**src/rtl/usb_rx_pkg.sv**
```systemverilog
// rtl/usb_rx_pkg.sv - shared types and constants for the USB full-speed receive line decoder
package usb_rx_pkg;

    typedef enum logic [1:0] {
        IDLE,
        RECV,
        EOP_WAIT
    } rx_state_t;

    typedef enum logic [1:0] {
        LINE_J,
        LINE_K,
        LINE_SE0
    } line_state_t;

    localparam logic [2:0] STUFF_LIMIT = 3'd6;

    // SE1 is not a legal bus state, so it is folded into J.
    function automatic line_state_t decode_line(input logic d_plus, input logic d_minus);
        line_state_t result;
        if (!d_plus && !d_minus) begin
            result = LINE_SE0;
        end else if (!d_plus) begin
            result = LINE_K;
        end else begin
            result = LINE_J;
        end
        return result;
    endfunction

endpackage

```
**src/rtl/usb_rx_bit_timer.sv**
```systemverilog
// rtl/usb_rx_bit_timer.sv - bit-period counter with edge resync and sample point strobe
module usb_rx_bit_timer #(
    parameter int CLKS_PER_BIT = 8,
    parameter int SAMPLE_PHASE = 3
) (
    input  logic clk,
    input  logic n_rst,
    input  logic enable,
    input  logic line_edge,
    output logic sample_now
);

    localparam int CW = (CLKS_PER_BIT > 1) ? $clog2(CLKS_PER_BIT) : 1;

    logic [CW-1:0] count;
    logic [CW-1:0] base;

    // The edge cycle itself counts as phase 0 of the new bit window.
    assign base = line_edge ? '0 : count;

    always_ff @(posedge clk) begin
        if (!n_rst) begin
            count <= '0;
        end else if (!enable) begin
            count <= '0;
        end else if (base == CW'(CLKS_PER_BIT - 1)) begin
            count <= '0;
        end else begin
            count <= base + CW'(1);
        end
    end

    assign sample_now = (count == CW'(SAMPLE_PHASE)) && !line_edge;

endmodule

```
**src/rtl/usb_rx_line_decoder.sv**
```systemverilog
// rtl/usb_rx_line_decoder.sv - USB full-speed receive line decoder: sync, NRZI, unstuff, EOP detect
module usb_rx_line_decoder
    import usb_rx_pkg::*;
#(
    parameter int CLKS_PER_BIT = 8,
    parameter int SAMPLE_PHASE = 3
) (
    input  logic clk,
    input  logic n_rst,
    input  logic d_plus_in,
    input  logic d_minus_in,
    input  logic rx_enable,
    output logic rx_bit,
    output logic bit_strobe,
    output logic eop,
    output logic stuff_err,
    output logic line_idle
);

    logic        dp_meta;
    logic        dp_sync;
    logic        dm_meta;
    logic        dm_sync;
    logic        d_plus_prev;
    logic        line_edge;
    logic        sample_now;
    logic        timer_en;
    logic        nrzi_bit;
    logic        prev_sample;
    logic [2:0]  ones_cnt;
    line_state_t line;
    rx_state_t   state;

    // Synchronizers preload to J so a reset never looks like a K edge.
    always_ff @(posedge clk) begin
        if (!n_rst) begin
            dp_meta     <= 1'b1;
            dp_sync     <= 1'b1;
            dm_meta     <= 1'b0;
            dm_sync     <= 1'b0;
            d_plus_prev <= 1'b1;
        end else begin
            dp_meta     <= d_plus_in;
            dp_sync     <= dp_meta;
            dm_meta     <= d_minus_in;
            dm_sync     <= dm_meta;
            d_plus_prev <= dp_sync;
        end
    end

    assign line      = decode_line(dp_sync, dm_sync);
    assign line_edge = (dp_sync != d_plus_prev);
    assign nrzi_bit  = (dp_sync == prev_sample);
    assign timer_en  = rx_enable && ((state != IDLE) || (line_edge && (line == LINE_K)));

    usb_rx_bit_timer #(
        .CLKS_PER_BIT (CLKS_PER_BIT),
        .SAMPLE_PHASE (SAMPLE_PHASE)
    ) u_bit_timer (
        .clk        (clk),
        .n_rst      (n_rst),
        .enable     (timer_en),
        .line_edge  (line_edge),
        .sample_now (sample_now)
    );

    always_ff @(posedge clk) begin
        if (!n_rst) begin
            state       <= IDLE;
            prev_sample <= 1'b1;
            ones_cnt    <= 3'd0;
            rx_bit      <= 1'b0;
            bit_strobe  <= 1'b0;
            eop         <= 1'b0;
            stuff_err   <= 1'b0;
            line_idle   <= 1'b1;
        end else begin
            bit_strobe <= 1'b0;
            eop        <= 1'b0;
            stuff_err  <= 1'b0;
            if (!rx_enable) begin
                state       <= IDLE;
                prev_sample <= 1'b1;
                ones_cnt    <= 3'd0;
                line_idle   <= 1'b1;
            end else begin
                case (state)
                    IDLE: begin
                        prev_sample <= 1'b1;
                        ones_cnt    <= 3'd0;
                        if (line_edge && (line == LINE_K)) begin
                            state     <= RECV;
                            line_idle <= 1'b0;
                        end
                    end
                    RECV: begin
                        if (sample_now) begin
                            // SE0 outranks the stuffing check, so a pending stuff bit is dropped.
                            if (line == LINE_SE0) begin
                                eop   <= 1'b1;
                                state <= EOP_WAIT;
                            end else begin
                                prev_sample <= dp_sync;
                                if (ones_cnt == STUFF_LIMIT) begin
                                    ones_cnt  <= 3'd0;
                                    stuff_err <= nrzi_bit;
                                end else begin
                                    bit_strobe <= 1'b1;
                                    rx_bit     <= nrzi_bit;
                                    ones_cnt   <= nrzi_bit ? ones_cnt + 3'd1 : 3'd0;
                                end
                            end
                        end
                    end
                    EOP_WAIT: begin
                        if (sample_now && (line == LINE_J)) begin
                            state       <= IDLE;
                            prev_sample <= 1'b1;
                            ones_cnt    <= 3'd0;
                            line_idle   <= 1'b1;
                        end
                    end
                    default: begin
                        state     <= IDLE;
                        line_idle <= 1'b1;
                    end
                endcase
            end
        end
    end

endmodule

```
**config.mk**
```make
export PLATFORM = sky130hd
export DESIGN_NAME = usb_rx_line_decoder
export DESIGN_NICKNAME = d
export VERILOG_FILES = /design/src/rtl/usb_rx_pkg.sv /design/src/rtl/usb_rx_bit_timer.sv /design/src/rtl/usb_rx_line_decoder.sv
export SDC_FILE = /design/constraint.sdc
export NUM_CORES = 1
export LEC_CHECK = 0
export CAP_MARGIN = 15
export CORE_MARGIN = 1.5
export CORE_UTILIZATION = 53
export DETAILED_ROUTE_END_ITERATION = 8
export PLACE_DENSITY = 0.76
export SLEW_MARGIN = 10
export SYNTH_ARGS = -nofsm -noshare
export SYNTH_HDL_FRONTEND = slang
export SYNTH_HIERARCHICAL = 1
export SYNTH_SLANG_ARGS = --single-unit
export TNS_END_PERCENT = 1
```
**constraint.sdc**
```tcl
create_clock -name clk -period 2.5 [get_ports clk]
set_input_delay 0.5 -clock clk [delete_from_list [all_inputs] [get_ports clk]]
set_output_delay 0.5 -clock clk [all_outputs]
set_load 0.05 [all_outputs]
```
==> results of run 1 <==
==> worst paths after layout <==
check                             start          end  slack [ns]  depth (start not counted)
worst max-delay path            dp_sync  prev_sample        0.46                          6
worst min-delay path            dp_meta      dp_sync        0.42                          1
worst max register to register  dp_sync  prev_sample        0.46                          6
worst min register to register  dp_meta      dp_sync        0.42                          1
==> layer usage <==
layer	share of wire	up-vias	routed length, µm	GRT usage
li1	-	336	-	-
met1	0.50	291	736	0.229
met2	0.43	16	628	0.253
met3	0.038	4	55	0.0500
met4	0.026	0	38	0.152
met5	0	-	0	0
==> critical path: stages (launching register included) <==
cell and delay (ns):
dfxtp_1 0.55, xor2_1 0.22, nor2b_4 0.17, and3b_1 0.28, o21ai_2 0.12, o22a_2 0.26
a221o_1 0.33
==> final cells by class <==
class | count | area (µm²) | share of cell area
Multi-Input combinational cell | 63 | 445 | 0.452
Clock buffer | 4 | 26.3 | 0.0267
Inverter | 4 | 15.0 | 0.0152
Timing Repair Buffer | 10 | 97.6 | 0.0991
Tap cell | 16 | 20.0 | 0.0203
Sequential cell | 19 | 380 | 0.386
==> kinds of logic after synthesis <==
kind of cell	synth area share
AOI/OAI and AO/OA	0.138
adders and majority gates	0.0573
muxes	0.0115
DFF	0.436
buffers and inverters	0.0544
and+or+nand+nor	0.275
xor gates and xnor gates	0.0287
==> registers in the layout, summed over array words and instances (netlist names) <==
| signal | count |
|---|---|
| line_idle | 1 |
| u_bit_timer/count | 3 |
| stuff_err | 1 |
| rx_bit | 1 |
| eop | 1 |
| dm_meta | 1 |
| dp_sync | 1 |
| prev_sample | 1 |
| bit_strobe | 1 |
| d_plus_prev | 1 |
| ones_cnt | 3 |
| dp_meta | 1 |
| dm_sync | 1 |
| state | 2 |
==> Yosys cell counts (all sizes together) <==
library cell	number
a21boi	1
a21oi	6
a221o	1
and2	2
and2b	3
and3	1
and3b	2
buf	4
dfxtp	19
ha	4
inv	4
mux2i	1
nand2	9
nand2b	3
nand3	4
nand3b	1
nand4b	1
nor2	2
nor2b	2
nor3	2
nor3b	3
nor4	1
o21ai	2
o22a	2
o22ai	3
o31a	1
o31ai	1
or2	1
or3	2
xnor2	1
xor2	1
==> stage by stage <==
stage | instance area, µm² | std cells | setup WS (ns) | power, mW | util
global route | 985 | 116 | 0.332 | 0.505 | 0.646
floorplan | 873 | 90 | 0.719 | 0.329 | -
detailed placement | 958 | 112 | 0.484 | 0.339 | 0.629
global placement | 958 | 112 | 0.571 | 0.338 | 0.629
finish | 985 | 116 | 0.458 | 0.487 | 0.646
CTS | 985 | 116 | 0.462 | 0.491 | 0.646
==> power by group <==
group          internal, mW  switching, mW
clock                0.0621         0.0928
sequential            0.306        0.00364
combinational        0.0119         0.0104
==> impl_metrics.ini, run 1 <==
[outcome]
outcome = completed

[grt]
grt.overflow.total = 0
grt.total_usage = 0.181
antenna_found_initial = 0
grt_pass1_vias = 614
grt_start_max_net_pins = 11
grt_pass1_wl_um = 2460

[clocking]
clock_path_buffers = 2
clk_latency_ns = 0.29
ctsHoldBuffers = 0
clock_sinks = 19
cts_setup_buffers = 0
clkTransAtPathRegs_ns = 0.10
numCtsBuffers = 3
postCtsResizedCells = 0
cts_root_buf = clkbuf_4
htree_levels = 1
cts_tree = yes

[worst_setup_path]
start_kind = register
arrival_ns = 2.24
critPathKind = reg -> reg
crit_fanout = 9
cp.required_ns = 2.70
endpoint_kind = register

[placed_design]
gp_congestion = 0.832
port_buffers = 9
post-dp-hpwl_um = 1090

[floorplanning]
die_w_um = 43.6
core_um2 = 1520
dieArea_um2 = 1900
io_pins = 10
die_y_um = 43.6
initial_core_util = 0.573
rows = 14

[finish]
antennaDiodeCount = 0
fillCellCount = 136
final_cell_mix = 19 x dfxtp_1, 9 x nand2_1, 9 x clkdlybuf4s50_1, 6 x a21oi_1
final_common_cell = dfxtp_1
drive_gt1_frac = 0.130
layout.nets = 110
area_delta_synth_final_pct = 12.8

[sta]
final_max_slew_viol_count = 0
clock_skew_ns = 0.00220
maxSlewHeadroom = 0.665
hold_viol = 0
tns_ns = 0
hold_ws_ns = 0.420
post-route-min-period_ns = 2.04
report.final.setup_viol = 0
fmax_ghz = 0.490
worst_pin_slew_ns = 0.500
timing.final.crit_share = 0.817
rsz0062_at_grt = no

[drt]
dr.first_iter.drc_count = 14
routed-via-count = 647
avgRoutedWirePerCell_um = 12.6
drt_wl_total_um = 1460
drc = 0
viasPerCell = 5.58
drtAntennaViolNets = 0
first_pass_iters = 4

[power]
pwr_density_cell_nw_per_um2 = 495
p_leak_nw = 0.379
vdd_ir_drop_max_mv = 0.360

[logic_synthesis]
syn_inst = 90
yosys.cell_types.count = 37
ys_seq_area_frac = 0.436
synth_top_area_frac = 0.436
ys_seq_elements = 19
syn_area_um2 = 873
synthTopCellsByArea = dfxtp_1 44%, ha_1 5.7%, nand2_1 3.9%
ys_warn_count = 6
postSynthAreaPerCell_um2 = 9.70
yosys.area.top_type = dfxtp_1
synth_fp_nets = 99

[min_path]
hp-class = reg -> reg

[run]
maxCapViolations = 0
Power figures use the tool's default switching activity.
==> run 2, diff against run 1 <==
CORE_UTILIZATION = 47   (was 53)
PLACE_DENSITY = 0.71   (was 0.76)
clock period = 1.7 ns   (was 2.5 ns; I/O delays follow)
==> run 2 against run 1 <==
  * Routed wire length up 3.3%
  * Worst setup slack worse by 0.44 ns
  * Core utilization down 3.1 points
  * Via count up 5.9%
  * Critical path depth unchanged
  * Power up 47%
  * Non-clock buffer count up 5
  * Largest cell class unchanged
==> impl_metrics.ini, run 2 (synthesis results as in run 1) <==
[outcome]
outcome = completed

[placed_design]
port_buffers = 9
gp_congestion = 0.782
post-dp-hpwl_um = 1130
placedInstanceArea_um2 = 1000

[grt]
grt_pass1_vias = 555
grtUsageMet2 = 0.242
grt_use_met1 = 0.204
grt_start_max_net_pins = 11
grt_pass1_wl_um = 2320
grt.overflow.total = 0
grt.total_usage = 0.160
busiest_layer = met2
grt_use_met3 = 0.0235
antenna_found_initial = 0

[power]
pwr_density_cell_nw_per_um2 = 673
p_leak_nw = 0.417
vdd_ir_drop_max_mv = 0.476

[min_path]
hp-class = reg -> reg
min_path_cells = 1
hold_start = dp_meta

[floorplanning]
io_pins = 10
initial_core_util = 0.506
rows = 15
core_um2 = 1730
die_y_um = 46.1
die_w_um = 46.1
dieArea_um2 = 2130

[worst_setup_path]
worst_path_max_delay_cell = dfxtp_4
critPathKind = reg -> reg
r2r_cells = 6
max_stage_delay_ns = 0.38
critical_path_depth = 6
r2r_slack_ns = 0.02
timing.rr.start = dp_sync
cp.required_ns = 1.89
setup.worst_path.start = dp_sync
cp-endpoint = prev_sample
crit_family = compound AO/OA/AOI/OAI gates
arrival_ns = 1.87
critPathBufInv = 0
endpoint_kind = register
crit_chain = xor2_4, nor2b_4, and3b_2, o21ai_4, o22a_2, a221o_1
start_kind = register
crit_fanout = 5
reg2reg_to = prev_sample

[clocking]
clkTransAtPathRegs_ns = 0.10
clock_sinks = 19
numCtsBuffers = 3
cts_root_buf = clkbuf_4
cts_tree = yes
htree_levels = 1
clk_latency_ns = 0.29
clock_path_buffers = 2
ctsHoldBuffers = 0

[finish]
final_cell_mix = 17 x dfxtp_1, 11 x buf_4, 9 x nand2_1, 6 x a21oi_1
area_delta_synth_final_pct = 21.6
final_common_cell = dfxtp_1
drive_gt1_frac = 0.267
layout.nets = 115
antennaDiodeCount = 0
fillCellCount = 150
reg_top3 = ones_cnt: 3 flops, u_bit_timer/count: 3 flops, state: 2 flops
final_area_um2 = 1060

[sta]
hold_viol = 0
report.final.setup_viol = 0
timing.final.crit_share = 0.991
fmax_ghz = 0.594
worst_pin_slew_ns = 0.322
maxSlewHeadroom = 0.785
clock_skew_ns = 0.00199
hold_ws_ns = 0.441
rsz0062_at_grt = yes
final_max_slew_viol_count = 0
post-route-min-period_ns = 1.68

[run]
maxCapViolations = 0

[drt]
drc = 0
first_pass_iters = 4
viasPerCell = 5.27
drt_wl_total_um = 1510
dr.first_iter.drc_count = 9
drtAntennaViolNets = 0
routed-via-count = 685
avgRoutedWirePerCell_um = 11.6
-- run 2: cell count changes in the layout (fill, tap and decap cells not counted), moves of 2 or more --
cell,delta
buf_4,+10
dfxtp_1,-2
dfxtp_4,+2
clkdlybuf4s50_1,-5
-- run 2: worst min path at each step --
stage / to
floorplan: dp_sync
global route: dm_sync
global placement: dm_sync
CTS: dm_sync
detailed placement: dm_sync
finish: dp_sync
-- run 2: layer usage --
metal / wire [µm] / share of wire / vias to the layer above
li1: - / - / 349
met5: 0 / 0 / -
met1: 701 / 0.47 / 319
met2: 718 / 0.48 / 12
met3: 45 / 0.030 / 5
met4: 43 / 0.029 / 0
-- run 2: repair_timing --
item | in CTS | in global routing
pin swaps | 1 | 2
endpoints found under the setup margin | 2 | 4
setup buffers | 1 | 1
resized for setup | 2 | 4
-- run 2: area by class of cell --
class	count	area, µm²	area share
sequential	19	388	0.365
clock buffer	4	26.3	0.0247
tap	25	31.3	0.0294
multi-input combinational	63	479	0.451
timing repair buffer	15	123	0.115
inverter	4	15.0	0.0141
-- run 2: where the power goes --
part	internal, mW	switching [mW]
clock	0.0914	0.130
sequential	0.448	0.00518
combinational	0.0218	0.0184
total	0.562	0.154
-- run 2: per-stage QoR --
step / setup TNS, ns / cells / setup slack [ns] / power, mW / util
after detailed placement: -0.0371 / 124 / -0.0371 / 0.506 / 0.579
final: 0 / 130 / 0.0160 / 0.715 / 0.615
after CTS: 0 / 129 / 0.0161 / 0.727 / 0.600
after global placement: 0 / 124 / 0.0294 / 0.505 / 0.579
after floorplan: -0.0335 / 90 / -0.0335 / 0.487 / -
after global routing: -0.0894 / 130 / -0.0490 / 0.745 / 0.615
